--- config.mk ---
export PLATFORM = sky130hd
export DESIGN_NAME = hazard_ctrl
export DESIGN_NICKNAME = d
export VERILOG_FILES = /design/src/rtl/hazard_ctrl.sv
export SDC_FILE = /design/constraint.sdc
export NUM_CORES = 1
export LEC_CHECK = 0
export CORE_MARGIN = 2
export CORE_UTILIZATION = 43
export DETAILED_ROUTE_END_ITERATION = 6
export GPL_ROUTABILITY_DRIVEN = 0
export PLACE_DENSITY = 0.8
export SLEW_MARGIN = 30
export SYNTH_ARGS = -nofsm -noshare
export SYNTH_HDL_FRONTEND = slang
export SYNTH_SLANG_ARGS = --single-unit
--- constraint.sdc ---
create_clock -name clk -period 2.4 [get_ports clk]
set_input_delay 0.24 -clock clk [delete_from_list [all_inputs] [get_ports clk]]
set_output_delay 0.24 -clock clk [all_outputs]
set_load 0.1 [all_outputs]
--- src/rtl/hazard_ctrl.sv ---
// Hazard controller for the 5-stage MIPS pipeline: load-use, ID-branch operand,
// and MDU busy stalls, taken-branch flush, memory-wait freeze, stall counter.

module hazard_match #(
  parameter int AW = 5
) (
  input  logic [AW-1:0] rs,
  input  logic [AW-1:0] rt,
  input  logic          use_rs,
  input  logic          use_rt,
  input  logic [AW-1:0] x,
  output logic          hit
);
  // $0 is hard-wired zero, so a write to it never creates a dependency
  assign hit = (x != '0) && (((x == rs) && use_rs) || ((x == rt) && use_rt));
endmodule

module hazard_ctrl #(
  parameter int AW         = 5,
  parameter int MDU_CYCLES = 8,
  parameter int CNT_W      = 16
) (
  input  logic             clk,
  input  logic             rst_n,
  input  logic [AW-1:0]    if_id_rs,
  input  logic [AW-1:0]    if_id_rt,
  input  logic             if_id_use_rs,
  input  logic             if_id_use_rt,
  input  logic             if_id_branch,
  input  logic             if_id_mdu_use,
  input  logic             branch_taken,
  input  logic             id_ex_mem_read,
  input  logic             id_ex_reg_write,
  input  logic [AW-1:0]    id_ex_dest,
  input  logic             id_ex_mdu_start,
  input  logic             ex_mem_mem_read,
  input  logic [AW-1:0]    ex_mem_dest,
  input  logic             ext_stall,
  output logic             pc_write,
  output logic             if_id_write,
  output logic             id_ex_bubble,
  output logic             if_id_flush,
  output logic             mdu_busy,
  output logic [CNT_W-1:0] stall_cycles
);
  localparam int NSRC = 2;
  localparam int MW   = $clog2(MDU_CYCLES + 1);
  localparam logic [MW-1:0]    MDU_LOAD = MW'(MDU_CYCLES);
  localparam logic [MW-1:0]    MDU_ONE  = MW'(1);
  localparam logic [CNT_W-1:0] CNT_ONE  = CNT_W'(1);

  typedef struct packed {
    logic pc_write;
    logic if_id_write;
    logic id_ex_bubble;
    logic if_id_flush;
  } ctl_t;

  // source 0 = destination in EX, source 1 = destination in MEM
  logic [NSRC-1:0][AW-1:0] dst;
  logic [NSRC-1:0]         hit;
  assign dst = {ex_mem_dest, id_ex_dest};

  genvar g;
  generate
    for (g = 0; g < NSRC; g++) begin : g_match
      hazard_match #(.AW(AW)) u_match (
        .rs     (if_id_rs),
        .rt     (if_id_rt),
        .use_rs (if_id_use_rs),
        .use_rt (if_id_use_rt),
        .x      (dst[g]),
        .hit    (hit[g])
      );
    end
  endgenerate

  logic [MW-1:0]    mdu_cnt_q, mdu_cnt_d;
  logic [CNT_W-1:0] stall_q, stall_d;
  logic             load_use, br_haz, mdu_haz, hazard;
  ctl_t             ctl;

  assign mdu_busy = (mdu_cnt_q != '0);
  assign load_use = id_ex_mem_read && hit[0];
  // branches compare in ID, so even ALU results in EX are not yet forwardable
  assign br_haz   = if_id_branch && ((id_ex_reg_write && hit[0]) ||
                                     (ex_mem_mem_read && hit[1]));
  assign mdu_haz  = if_id_mdu_use && (mdu_busy || id_ex_mdu_start);
  assign hazard   = load_use || br_haz || mdu_haz;

  always_comb begin
    ctl = '{pc_write: 1'b1, if_id_write: 1'b1, id_ex_bubble: 1'b0,
            if_id_flush: if_id_branch && branch_taken};
    if (!rst_n)
      ctl = '{pc_write: 1'b0, if_id_write: 1'b0, id_ex_bubble: 1'b1, if_id_flush: 1'b0};
    else if (ext_stall)
      ctl = '{pc_write: 1'b0, if_id_write: 1'b0, id_ex_bubble: 1'b0, if_id_flush: 1'b0};
    else if (hazard)
      ctl = '{pc_write: 1'b0, if_id_write: 1'b0, id_ex_bubble: 1'b1, if_id_flush: 1'b0};
  end

  assign pc_write     = ctl.pc_write;
  assign if_id_write  = ctl.if_id_write;
  assign id_ex_bubble = ctl.id_ex_bubble;
  assign if_id_flush  = ctl.if_id_flush;
  assign stall_cycles = stall_q;

  always_comb begin
    mdu_cnt_d = mdu_cnt_q;
    if (id_ex_mdu_start)  mdu_cnt_d = MDU_LOAD;
    else if (mdu_busy)    mdu_cnt_d = mdu_cnt_q - MDU_ONE;
  end

  always_comb begin
    stall_d = stall_q;
    if (!pc_write && (stall_q != '1)) stall_d = stall_q + CNT_ONE;
  end

  always_ff @(posedge clk or negedge rst_n) begin
    if (!rst_n) begin
      mdu_cnt_q <= '0;
      stall_q   <= '0;
    end else begin
      mdu_cnt_q <= mdu_cnt_d;
      stall_q   <= stall_d;
    end
  end
endmodule

==> run_results.csv, run 1 <==
group,metric,value,unit
floorplan,io_pins,53,
routing,vias,1222,
flow_run,drv_cap,0,
setup_path,end_kind,"primary output",
floorplan,start_util,46.2,%
sta,rsz0062_at_grt,"false",
global_routing,top_usage_layer,"met2",
logic_synthesis,yosys.area_share.simple,25.2,%
routing,drcViolationCount,0,
layout,stdcell_area,0.00202,sq mm
routing,ant_nets,0,
routing,drt-total-wl,3320,microns
routing,first_iter_violations,24,
layout,final_cells,230,
power_and_ir_drop,ir_worst_vdd,0.798,mV
routing,vias_per_cell,5.31,
sta,worst_slew_pin_slew,0.286,ns
setup_path,critPathKind,"in -> out",
power_and_ir_drop,power.leakage,0.819,nW
setup_path,r2r_cells,9,
global_routing,antenna_found_initial,0,
global_routing,met2_usage,33.0,%
floorplan,die-area,0.00349,sq mm
floorplan,die_h,59.1,microns
global_routing,first_global_vias,1159,
setup_path,arrival,2.04,ns
setup_path,r2r_slack,0.33,ns
logic_synthesis,ys_types,32,
global_routing,grt_max_degree,22,
logic_synthesis,synthAdderAreaFrac,1.92,%
sta,period_share,95.0,%
setup_path,path_max_fanout,3,
global_routing,track_usage,19.7,%
sta,finalSetupTns,0,ns
min_path,hold_class,"in -> async",
placement,dp.cells,223,
clocking,cts-root-buf,"clkbuf_4",
logic_synthesis,ys_ff_latch,20,
logic_synthesis,ys_seq_area_share,38.3,%
layout,fill_cells,215,
routing,dr.pass1.iters,4,
logic_synthesis,yosysWarnings,0,
layout,multi_input_area,831,sq um
setup_path,timing.critical_path.to,"if_id_flush",
placement,place_hpwl,2650,microns
placement,dpl_cell_area,0.00195,sq mm
global_routing,grt_util_met1,26.7,%
power_and_ir_drop,cellPowerDensity,925,mW/mm^2
sta,max_freq,439,MHz
clocking,cts_htree_levels,1,
logic_synthesis,synth-compound-area-share,9.48,%
logic_synthesis,synth_xor_area_share,20.1,%
layout,drive_gt1_share,29.6,%
clocking,path_clk_slew,0.11,ns
sta,hold_violations,0,
logic_synthesis,netlist_instances,137,
global_routing,gr-total-overflow,0,
clocking,hold_buffers,0,
logic_synthesis,synth_area,0.00131,sq mm
logic_synthesis,syn-num-nets,171,
floorplan,num_rows,19,
logic_synthesis,yosys-mux-area-fraction,2.87,%
placement,io_buffers,52,
sta,setup_viol,0,
layout,antenna_cells,0,
routing,post_drt_wl_per_cell,14.5,microns
global_routing,use_met3,4.37,%
layout,syn_to_final_growth,54.6,%
layout,nets,234,
floorplan,die_w,59.1,microns
setup_path,r2r-end,"stall_cycles[15]",
logic_synthesis,syn_avg_cell_area,9.53,sq um
setup_path,cp-start-kind,"input pin",
setup_path,reg2reg_from,"mdu_cnt_q[0]",
power_and_ir_drop,p_total,1.87,mW
setup_path,cp-startpoint,"ex_mem_dest[0]",
sta,timing.slew.headroom,80.9,%
layout,ff_latch_area,517,sq um
clocking,numCtsBuffers,3,
floorplan,coreArea,0.00283,sq mm
sta,period_minus_slack,2.28,ns
global_routing,grt_pass1_wl,5220,microns
logic_synthesis,synth_top_family_by_area,"simple AND/OR/NAND/NOR gates",
sta,maxSlewViolCount,0,
sta,finClkSkew,0.00384,ns
setup_path,worstPathRequired,2.16,ns
clocking,clockBufferDepth,2,
clocking,numClockSinks,20,
clocking,cts_tree,"yes",
clocking,clk_latency,0.30,ns
run_status,outcome,"complete, no violations",
-- synth_stat cells --
cell type | instances | area (sq um)
a211oi_1 | 1 | 7.51
a21boi_1 | 1 | 7.51
a21oi_1 | 9 | 45.0
a31oi_1 | 3 | 18.8
and2_4 | 2 | 17.5
and3_1 | 6 | 37.5
and4_1 | 1 | 8.76
buf_2 | 1 | 5.00
buf_4 | 1 | 7.51
dfrtp_1 | 20 | 500
ha_1 | 2 | 25.0
inv_1 | 4 | 15.0
mux2_2 | 2 | 22.5
mux2_4 | 1 | 15.0
nand2_1 | 10 | 37.5
nand2b_1 | 3 | 18.8
nand3_1 | 6 | 30.0
nand3_2 | 2 | 20.0
nand3b_1 | 2 | 15.0
nand3b_4 | 1 | 20.0
nand4_1 | 10 | 62.6
nor2_1 | 7 | 26.3
nor2b_1 | 1 | 6.26
nor3_1 | 3 | 15.0
o2111ai_2 | 1 | 15.0
o21ai_0 | 2 | 10.0
o22ai_1 | 2 | 12.5
o31ai_1 | 1 | 7.51
or3_1 | 1 | 6.26
or4_1 | 1 | 7.51
xnor2_1 | 29 | 254
xor2_1 | 1 | 8.76
-- area by class of cell --
class	count	share of cell area (%)
timing repair buffer	60	28.6
clock buffer	4	1.80
tap	31	1.92
inverter	4	0.929
sequential	20	25.6
multi-input combinational	111	41.1
-- flip-flops by register name, summed over array words and instances, names as in the netlist --
signal,count
stall_cycles,16
mdu_cnt_q,4
-- worst max-delay path, stage by stage --
cell,delay (ns)
clkdlybuf4s50_1,0.49
or4_1,0.56
o2111ai_2,0.26
nand2_2,0.12
nor3_4,0.17
buf_12,0.20
-- routing by layer --
layer	share of wire [%]	vias to the layer above
li1	-	614
met1	45	561
met2	48	45
met3	6.8	2
met4	0.30	0
met5	0	-
-- what timing repair did --
item | in CTS | in global routing
setup endpoints to repair | 0 | 4
buffers inserted | 0 | 3
resized for setup | 0 | 2
-- cell families (layout without fill, tap and decap cells) --
group / count (synthesis) / after routing
AOI/OAI and AO/OA: 20 / 20
adders and majority gates: 2 / 2
xor gates and xnor gates: 30 / 30
DFF: 20 / 20
muxes: 3 / 3
buffers and inverters: 6 / 68
and+or+nand+nor: 56 / 56
-- layout by cell type (no fill, tap or decap), types with 2 or more instances in the layout --
cell             netlist  routed
clkdlybuf4s50_1        0      31
xnor2_1               29      29
buf_4                  1      25
dfrtp_1               20      11
nand4_1               10      10
a21oi_1                9       9
nand2_1               10       8
dfrtp_2                0       7
nor2_1                 7       6
and3_1                 6       6
nand3_1                6       6
buf_12                 0       4
inv_1                  4       3
nand2b_1               3       3
a31oi_1                3       3
clkbuf_4               0       3
o22ai_1                2       2
nor3_1                 3       2
and2_4                 2       2
nand3_2                2       2
nand3b_1               2       2
mux2_2                 2       2
dfrtp_4                0       2
-- power by group --
group / internal [mW] / switching, mW
clock network: 0.0925 / 0.100
registers: 0.450 / 0.108
logic: 0.357 / 0.759
-- worst min path at each step --
stage,start,to
2_1_floorplan,rst_n,mdu_cnt_q[0]
3_3_place_gp,stall_cycles[7],stall_cycles[7]
3_5_place_dp,stall_cycles[7],stall_cycles[7]
4_1_cts,rst_n,mdu_cnt_q[1]
5_1_grt,rst_n,mdu_cnt_q[3]
6_report,rst_n,mdu_cnt_q[0]
-- through the flow --
step	worst slack, ns	hold WS, ns	utilization (%)
final	0.120	0.347	71.4
after global routing	0.0239	0.367	71.4
after CTS	0.0680	0.343	70.1
after detailed placement	0.0421	0.476	68.9
after global placement	0.0637	0.475	68.9
after floorplan	0.0197	-0.0556	-
No activity file was read; power rests on OpenSTA's default activity.
==> run 2: changes to the inputs <==
--- a/config.mk
+++ b/config.mk
@@ -6,10 +6,10 @@
 export NUM_CORES = 1
 export LEC_CHECK = 0
 export CORE_MARGIN = 2
-export CORE_UTILIZATION = 43
+export CORE_UTILIZATION = 46
 export DETAILED_ROUTE_END_ITERATION = 6
 export GPL_ROUTABILITY_DRIVEN = 0
-export PLACE_DENSITY = 0.8
+export PLACE_DENSITY = 0.85
 export SLEW_MARGIN = 30
 export SYNTH_ARGS = -nofsm -noshare
 export SYNTH_HDL_FRONTEND = slang
==> constraint.sdc (replaced) <==
create_clock -name clk -period 2.73 [get_ports clk]
set_input_delay 0.273 -clock clk [delete_from_list [all_inputs] [get_ports clk]]
set_output_delay 0.273 -clock clk [all_outputs]
set_load 0.1 [all_outputs]
==> run 2 against run 1 <==
  * Design area decreased by 3.8%
  * Via count up 2.1%
  * Cell count fell by 3.0%
  * Non-clock buffer count decreased by 7
  * Critical path type is now reg -> out
  * Largest power group unchanged
==> run_results.csv, run 2 (synthesized netlist as in run 1, its figures left out) <==
group,metric,value,unit
setup_path,r2r_slack,0.52,ns
routing,vias_per_cell,5.60,
global_routing,track_usage,21.6,%
power_and_ir_drop,power_switching,839,uW
floorplan,start_util,47.8,%
floorplan,die_w,57.3,microns
placement,dp.cells,219,
sta,finClkSkew,0.00633,ns
setup_path,critPathKind,"reg -> out",
sta,maxSlewViolCount,0,
placement,dpl_cell_area,0.00189,sq mm
sta,max_freq,400,MHz
routing,post_drt_wl_per_cell,15.1,microns
setup_path,path_max_fanout,18,
layout,stdcell_area,0.00194,sq mm
power_and_ir_drop,power_frac_clock,14.8,%
layout,final_core_util,71.1,%
clocking,numClockSinks,20,
routing,vias,1248,
power_and_ir_drop,ir_worst_vdd,1.12,mV
sta,hold_violations,0,
clocking,clk_latency,0.31,ns
floorplan,die_h,57.3,microns
power_and_ir_drop,pwr-share-comb,56.7,%
floorplan,io_pins,53,
power_and_ir_drop,swShare,50.8,%
clocking,clockBufferDepth,2,
setup_path,r2r_cells,8,
sta,fin_ws,0.228,ns
global_routing,grt_pass1_wl,5460,microns
layout,nets,227,
setup_path,arrival,2.23,ns
routing,ant_nets,0,
floorplan,die-area,0.00328,sq mm
setup_path,cpMaxStageDelayCell,"dfrtp_1",
sta,period_share,91.6,%
layout,layout_commonest_cell,"clkdlybuf4s50_1",
clocking,hold_buffers,0,
placement,io_buffers,52,
clocking,numCtsBuffers,3,
layout,syn_to_final_growth,48.8,%
layout,drive_gt1_share,21.9,%
setup_path,worstPathRequired,2.46,ns
sta,timing.slew.headroom,81.0,%
routing,drt-total-wl,3370,microns
power_and_ir_drop,cellPowerDensity,851,mW/mm^2
sta,worst_slew_pin_slew,0.284,ns
clocking,post_cts_buffers,0,
min_path,hold_class,"in -> async",
sta,hold_ws,0.397,ns
setup_path,r2r-end,"stall_cycles[1]",
setup_path,cp_slowest_stage_delay,0.43,ns
layout,final_cell_mix,"31 x clkdlybuf4s50_1, 29 x xnor2_1, 18 x dfrtp_1, 18 x buf_4, 10 x nand4_1",
setup_path,end_kind,"primary output",
floorplan,num_rows,19,
layout,largest_reg_flops,16,
global_routing,antenna_found_initial,0,
global_routing,first_global_vias,1190,
power_and_ir_drop,internal_power,814,uW
routing,drcViolationCount,0,
power_and_ir_drop,power.leakage,0.808,nW
layout,fill_cells,219,
sta,finalSetupTns,0,ns
setup_path,cp-start-kind,"flop",
power_and_ir_drop,seqPwrFrac,28.5,%
placement,place_hpwl,2640,microns
flow_run,drv_cap,0,
routing,dr.pass1.iters,4,
clocking,cts-root-buf,"clkbuf_4",
sta,rsz0062_at_grt,"false",
clocking,path_clk_slew,0.12,ns
setup_path,cp_cell_sequence,"inv_1 > ha_1 > nand2_4 > o21ai_0 > a21boi_2 > nand3b_4 > clkinvlp_4 > buf_12",
setup_path,reg2reg_from,"stall_cycles[0]",
layout,final_cells,223,
sta,period_minus_slack,2.50,ns
global_routing,grt_max_degree,22,
clocking,cts_htree_levels,1,
layout,antenna_cells,0,
floorplan,coreArea,0.00273,sq mm
sta,setup_viol,0,
run_status,outcome,"complete, no violations",
global_routing,gr-total-overflow,0,
routing,first_iter_violations,28,
clocking,cts_tree,"yes",
placement,preCtsSetupSlack,0.245,ns
power_and_ir_drop,p_total,1.65,mW
-- run 2: what timing repair did --
item | 4_1_cts | 5_1_grt
endpoints found under the hold margin | 0 | 0
gates resized for setup | 0 | 1
setup endpoints to repair | 0 | 3
-- run 2: cell type report --
type,count,area (sq um),share of cell area [%]
Sequential cell,20,503,25.9
Multi-Input combinational cell,111,805,41.4
Timing Repair Buffer,53,526,27.0
Clock inverter,1,30.0,1.55
Inverter,4,18.8,0.966
Tap cell,31,38.8,2.00
Clock buffer,3,22.5,1.16
-- run 2: worst max-delay path, delay by kind of cell, from the launching register on --
kind	cells	cell delay (ns)
DFF	1	0.43
and+or+nand+nor	2	0.32
adders and majority gates	1	0.24
AOI/OAI and AO/OA	2	0.46
buffers and inverters	3	0.45
-- run 2: worst max path at each step --
| stage | slack (ns) | cells after the start | from | to |
|---|---|---|---|---|
| 2_1_floorplan | 0.04 | 9 | mdu_cnt_q[0] | pc_write |
| 3_3_place_gp | 0.27 | 6 | ex_mem_dest[0] | if_id_write |
| 3_5_place_dp | 0.25 | 6 | ex_mem_dest[0] | pc_write |
| 4_1_cts | 0.13 | 8 | mdu_cnt_q[0] | pc_write |
| 5_1_grt | 0.05 | 8 | mdu_cnt_q[0] | pc_write |
| 6_report | 0.23 | 8 | mdu_cnt_q[0] | pc_write |
-- run 2: power groups by stage --
| stage | Sequential, mW | Combinational (mW) | Clock, mW |
|---|---|---|---|
| 3_5_place_dp | 0.474 | 0.939 | 0 |
| 3_3_place_gp | 0.470 | 0.922 | 0 |
| 6_report | 0.472 | 0.938 | 0.244 |
| 5_1_grt | 0.486 | 0.985 | 0.261 |
| 2_1_floorplan | 0.841 | 0.330 | 0 |
| 4_1_cts | 0.470 | 0.941 | 0.246 |
-- run 2: per-layer routing --
layer,vias up,global-route usage [%],part of all wire [%]
met5,-,0,0
met1,584,26.9,41
met2,56,37.9,50
met3,7,2.72,6.8
li1,601,-,-
met4,0,8.31,1.9
==> run 3: changes to the inputs <==
--- a/config.mk
+++ b/config.mk
@@ -7,6 +7,7 @@
 export LEC_CHECK = 0
 export CORE_MARGIN = 2
 export CORE_UTILIZATION = 46
+export CTS_CLUSTER_DIAMETER = 50
 export DETAILED_ROUTE_END_ITERATION = 6
 export GPL_ROUTABILITY_DRIVEN = 0
 export PLACE_DENSITY = 0.85
@@ -14,3 +15,4 @@
 export SYNTH_ARGS = -nofsm -noshare
 export SYNTH_HDL_FRONTEND = slang
 export SYNTH_SLANG_ARGS = --single-unit
+export TNS_END_PERCENT = 5
==> run 3 against run 2 <==
  * Sequential cell count did not move
  * Worst hold slack got worse by 0.0058 ns
  * Critical path depth did not move
  * Design area fell by 0.32%
  * Power fell by 0.63%
  * First-iteration DRC count rose by 110%
  * Combinational power barely moved
  * Setup slack got worse by 0.046 ns
  * Highest routed layer unchanged
  * Non-clock buffer count did not move
  * Largest cell class unchanged
  * Sequential power fell by 1%
==> run_results.csv, run 3 (synthesized netlist as in run 1, its figures left out) <==
group,metric,value,unit
clocking,post_cts_buffers,0,
run_status,outcome,"complete, no violations",
clocking,path_clk_slew,0.11,ns
setup_path,reg2reg_from,"stall_cycles[1]",
sta,timing.slew.headroom,77.5,%
placement,io_buffers,52,
setup_path,arrival,2.28,ns
setup_path,end_kind,"primary output",
clocking,numClockSinks,20,
layout,syn_to_final_growth,48.3,%
clocking,hold_buffers,0,
global_routing,met2_usage,37.8,%
sta,period_minus_slack,2.55,ns
routing,vias_per_cell,5.62,
placement,preCtsSetupSlack,0.236,ns
routing,post_drt_wl_per_cell,14.8,microns
min_path,hold_class,"in -> async",
floorplan,io_pins,53,
setup_path,worstPathRequired,2.46,ns
floorplan,num_rows,19,
setup_path,r2r-end,"stall_cycles[1]",
layout,nets,227,
global_routing,grt_pass1_wl,5350,microns
setup_path,r2r_cells,8,
power_and_ir_drop,power.leakage,0.809,nW
setup_path,timing.critical_path.to,"pc_write",
sta,setup_viol,0,
clocking,ctsResizeCount,0,
sta,period_share,93.3,%
routing,first_iter_violations,58,
power_and_ir_drop,seqPwrFrac,28.4,%
flow_run,drv_cap,0,
clocking,clockBufferDepth,2,
global_routing,track_usage,20.9,%
power_and_ir_drop,swShare,50.6,%
global_routing,grt_max_degree,22,
sta,worst_slew_pin_slew,0.336,ns
placement,place_hpwl,2650,microns
power_and_ir_drop,power_switching,832,uW
sta,hold_violations,0,
setup_path,cp_slowest_stage_delay,0.42,ns
power_and_ir_drop,pwr-share-comb,57.1,%
sta,hold_ws,0.391,ns
power_and_ir_drop,cellPowerDensity,848,mW/mm^2
setup_path,cpMaxStageDelayCell,"dfrtp_1",
layout,final_core_util,70.8,%
sta,finClkSkew,0.00276,ns
power_and_ir_drop,power_frac_clock,14.5,%
routing,dr.pass1.iters,4,
clocking,numCtsBuffers,3,
setup_path,path_max_fanout,18,
layout,antenna_cells,0,
routing,ant_nets,0,
clocking,clk_latency,0.30,ns
sta,fin_ws,0.182,ns
global_routing,top_usage_layer,"met2",
layout,final_cells,223,
floorplan,die_h,57.3,microns
layout,layout_commonest_cell,"clkdlybuf4s50_1",
setup_path,cp-start-kind,"flop",
floorplan,coreArea,0.00273,sq mm
global_routing,antenna_found_initial,0,
global_routing,use_met3,2.95,%
global_routing,first_global_vias,1182,
setup_path,critPathKind,"reg -> out",
sta,rsz0062_at_grt,"false",
clocking,cts_tree,"yes",
setup_path,r2r_slack,0.44,ns
layout,drive_gt1_share,20.3,%
setup_path,cp-startpoint,"mdu_cnt_q[0]",
floorplan,die_w,57.3,microns
global_routing,gr-total-overflow,0,
floorplan,start_util,47.8,%
routing,drt-total-wl,3300,microns
global_routing,grt_util_met1,26.0,%
power_and_ir_drop,ir_worst_vdd,1.12,mV
layout,fill_cells,220,
routing,drcViolationCount,0,
power_and_ir_drop,internal_power,811,uW
layout,final_cell_mix,"31 x clkdlybuf4s50_1, 29 x xnor2_1, 20 x dfrtp_1, 18 x buf_4, 10 x nand4_1",
clocking,cts-root-buf,"clkbuf_4",
floorplan,die-area,0.00328,sq mm
layout,largest_reg_flops,16,
placement,dp.cells,219,
routing,vias,1254,
sta,max_freq,392,MHz
sta,maxSlewViolCount,0,
setup_path,cp_cell_sequence,"inv_1 > ha_1 > nand2_4 > o21ai_0 > a21boi_1 > nand3b_4 > clkinvlp_4 > buf_12",
clocking,cts_htree_levels,1,
run 3: power by group through the flow:
stage / Sequential [mW] / Combinational [mW] / Clock, mW
6_report: 0.467 / 0.937 / 0.238
5_1_grt: 0.481 / 0.989 / 0.254
4_1_cts: 0.466 / 0.943 / 0.244
3_5_place_dp: 0.469 / 0.943 / 0
3_3_place_gp: 0.466 / 0.921 / 0
2_1_floorplan: 0.838 / 0.330 / 0
run 3: critical path: cells and delay by family (launching register included):
family          cells  cell delay [ns]
flops               1             0.42
simple gates        2             0.34
buf+inv             3             0.45
fa+ha+maj           1             0.24
compound gates      2             0.51
run 3: layer usage:
| layer | vias to the layer above | share of wire [%] |
|---|---|---|
| li1 | 600 | - |
| met1 | 587 | 41 |
| met2 | 62 | 51 |
| met3 | 5 | 6.7 |
| met4 | 0 | 1.1 |
| met5 | - | 0 |
run 3: layout make-up:
cell class / count / area, sq um / share of cell area, %
inverter: 4 / 18.8 / 0.969
clock buffer: 3 / 22.5 / 1.16
sequential: 20 / 500 / 25.8
clock inverter: 1 / 30.0 / 1.55
multi-input combinational: 111 / 801 / 41.3
tap: 31 / 38.8 / 2.00
timing repair buffer: 53 / 526 / 27.1
run 3: how the worst min path moves through the flow:
| stage | cells after the start | slack [ns] | start | end |
|---|---|---|---|---|
| after floorplan | 0 | -0.02 | rst_n | mdu_cnt_q[0] |
| after global placement | 1 | 0.48 | stall_cycles[7] | stall_cycles[7] |
| after detailed placement | 1 | 0.49 | stall_cycles[7] | stall_cycles[7] |
| after global routing | 2 | 0.42 | rst_n | stall_cycles[9] |
| final | 2 | 0.39 | rst_n | stall_cycles[9] |
| after CTS | 2 | 0.41 | rst_n | stall_cycles[9] |
run 3: metrics by stage:
stage | TNS (ns) | power [mW] | cell area (sq um)
floorplan | -0.0353 | 1.17 | 1330
global placement | 0 | 1.39 | 1880
detailed placement | 0 | 1.41 | 1880
CTS | 0 | 1.65 | 1940
global route | 0 | 1.72 | 1940
finish | 0 | 1.64 | 1940
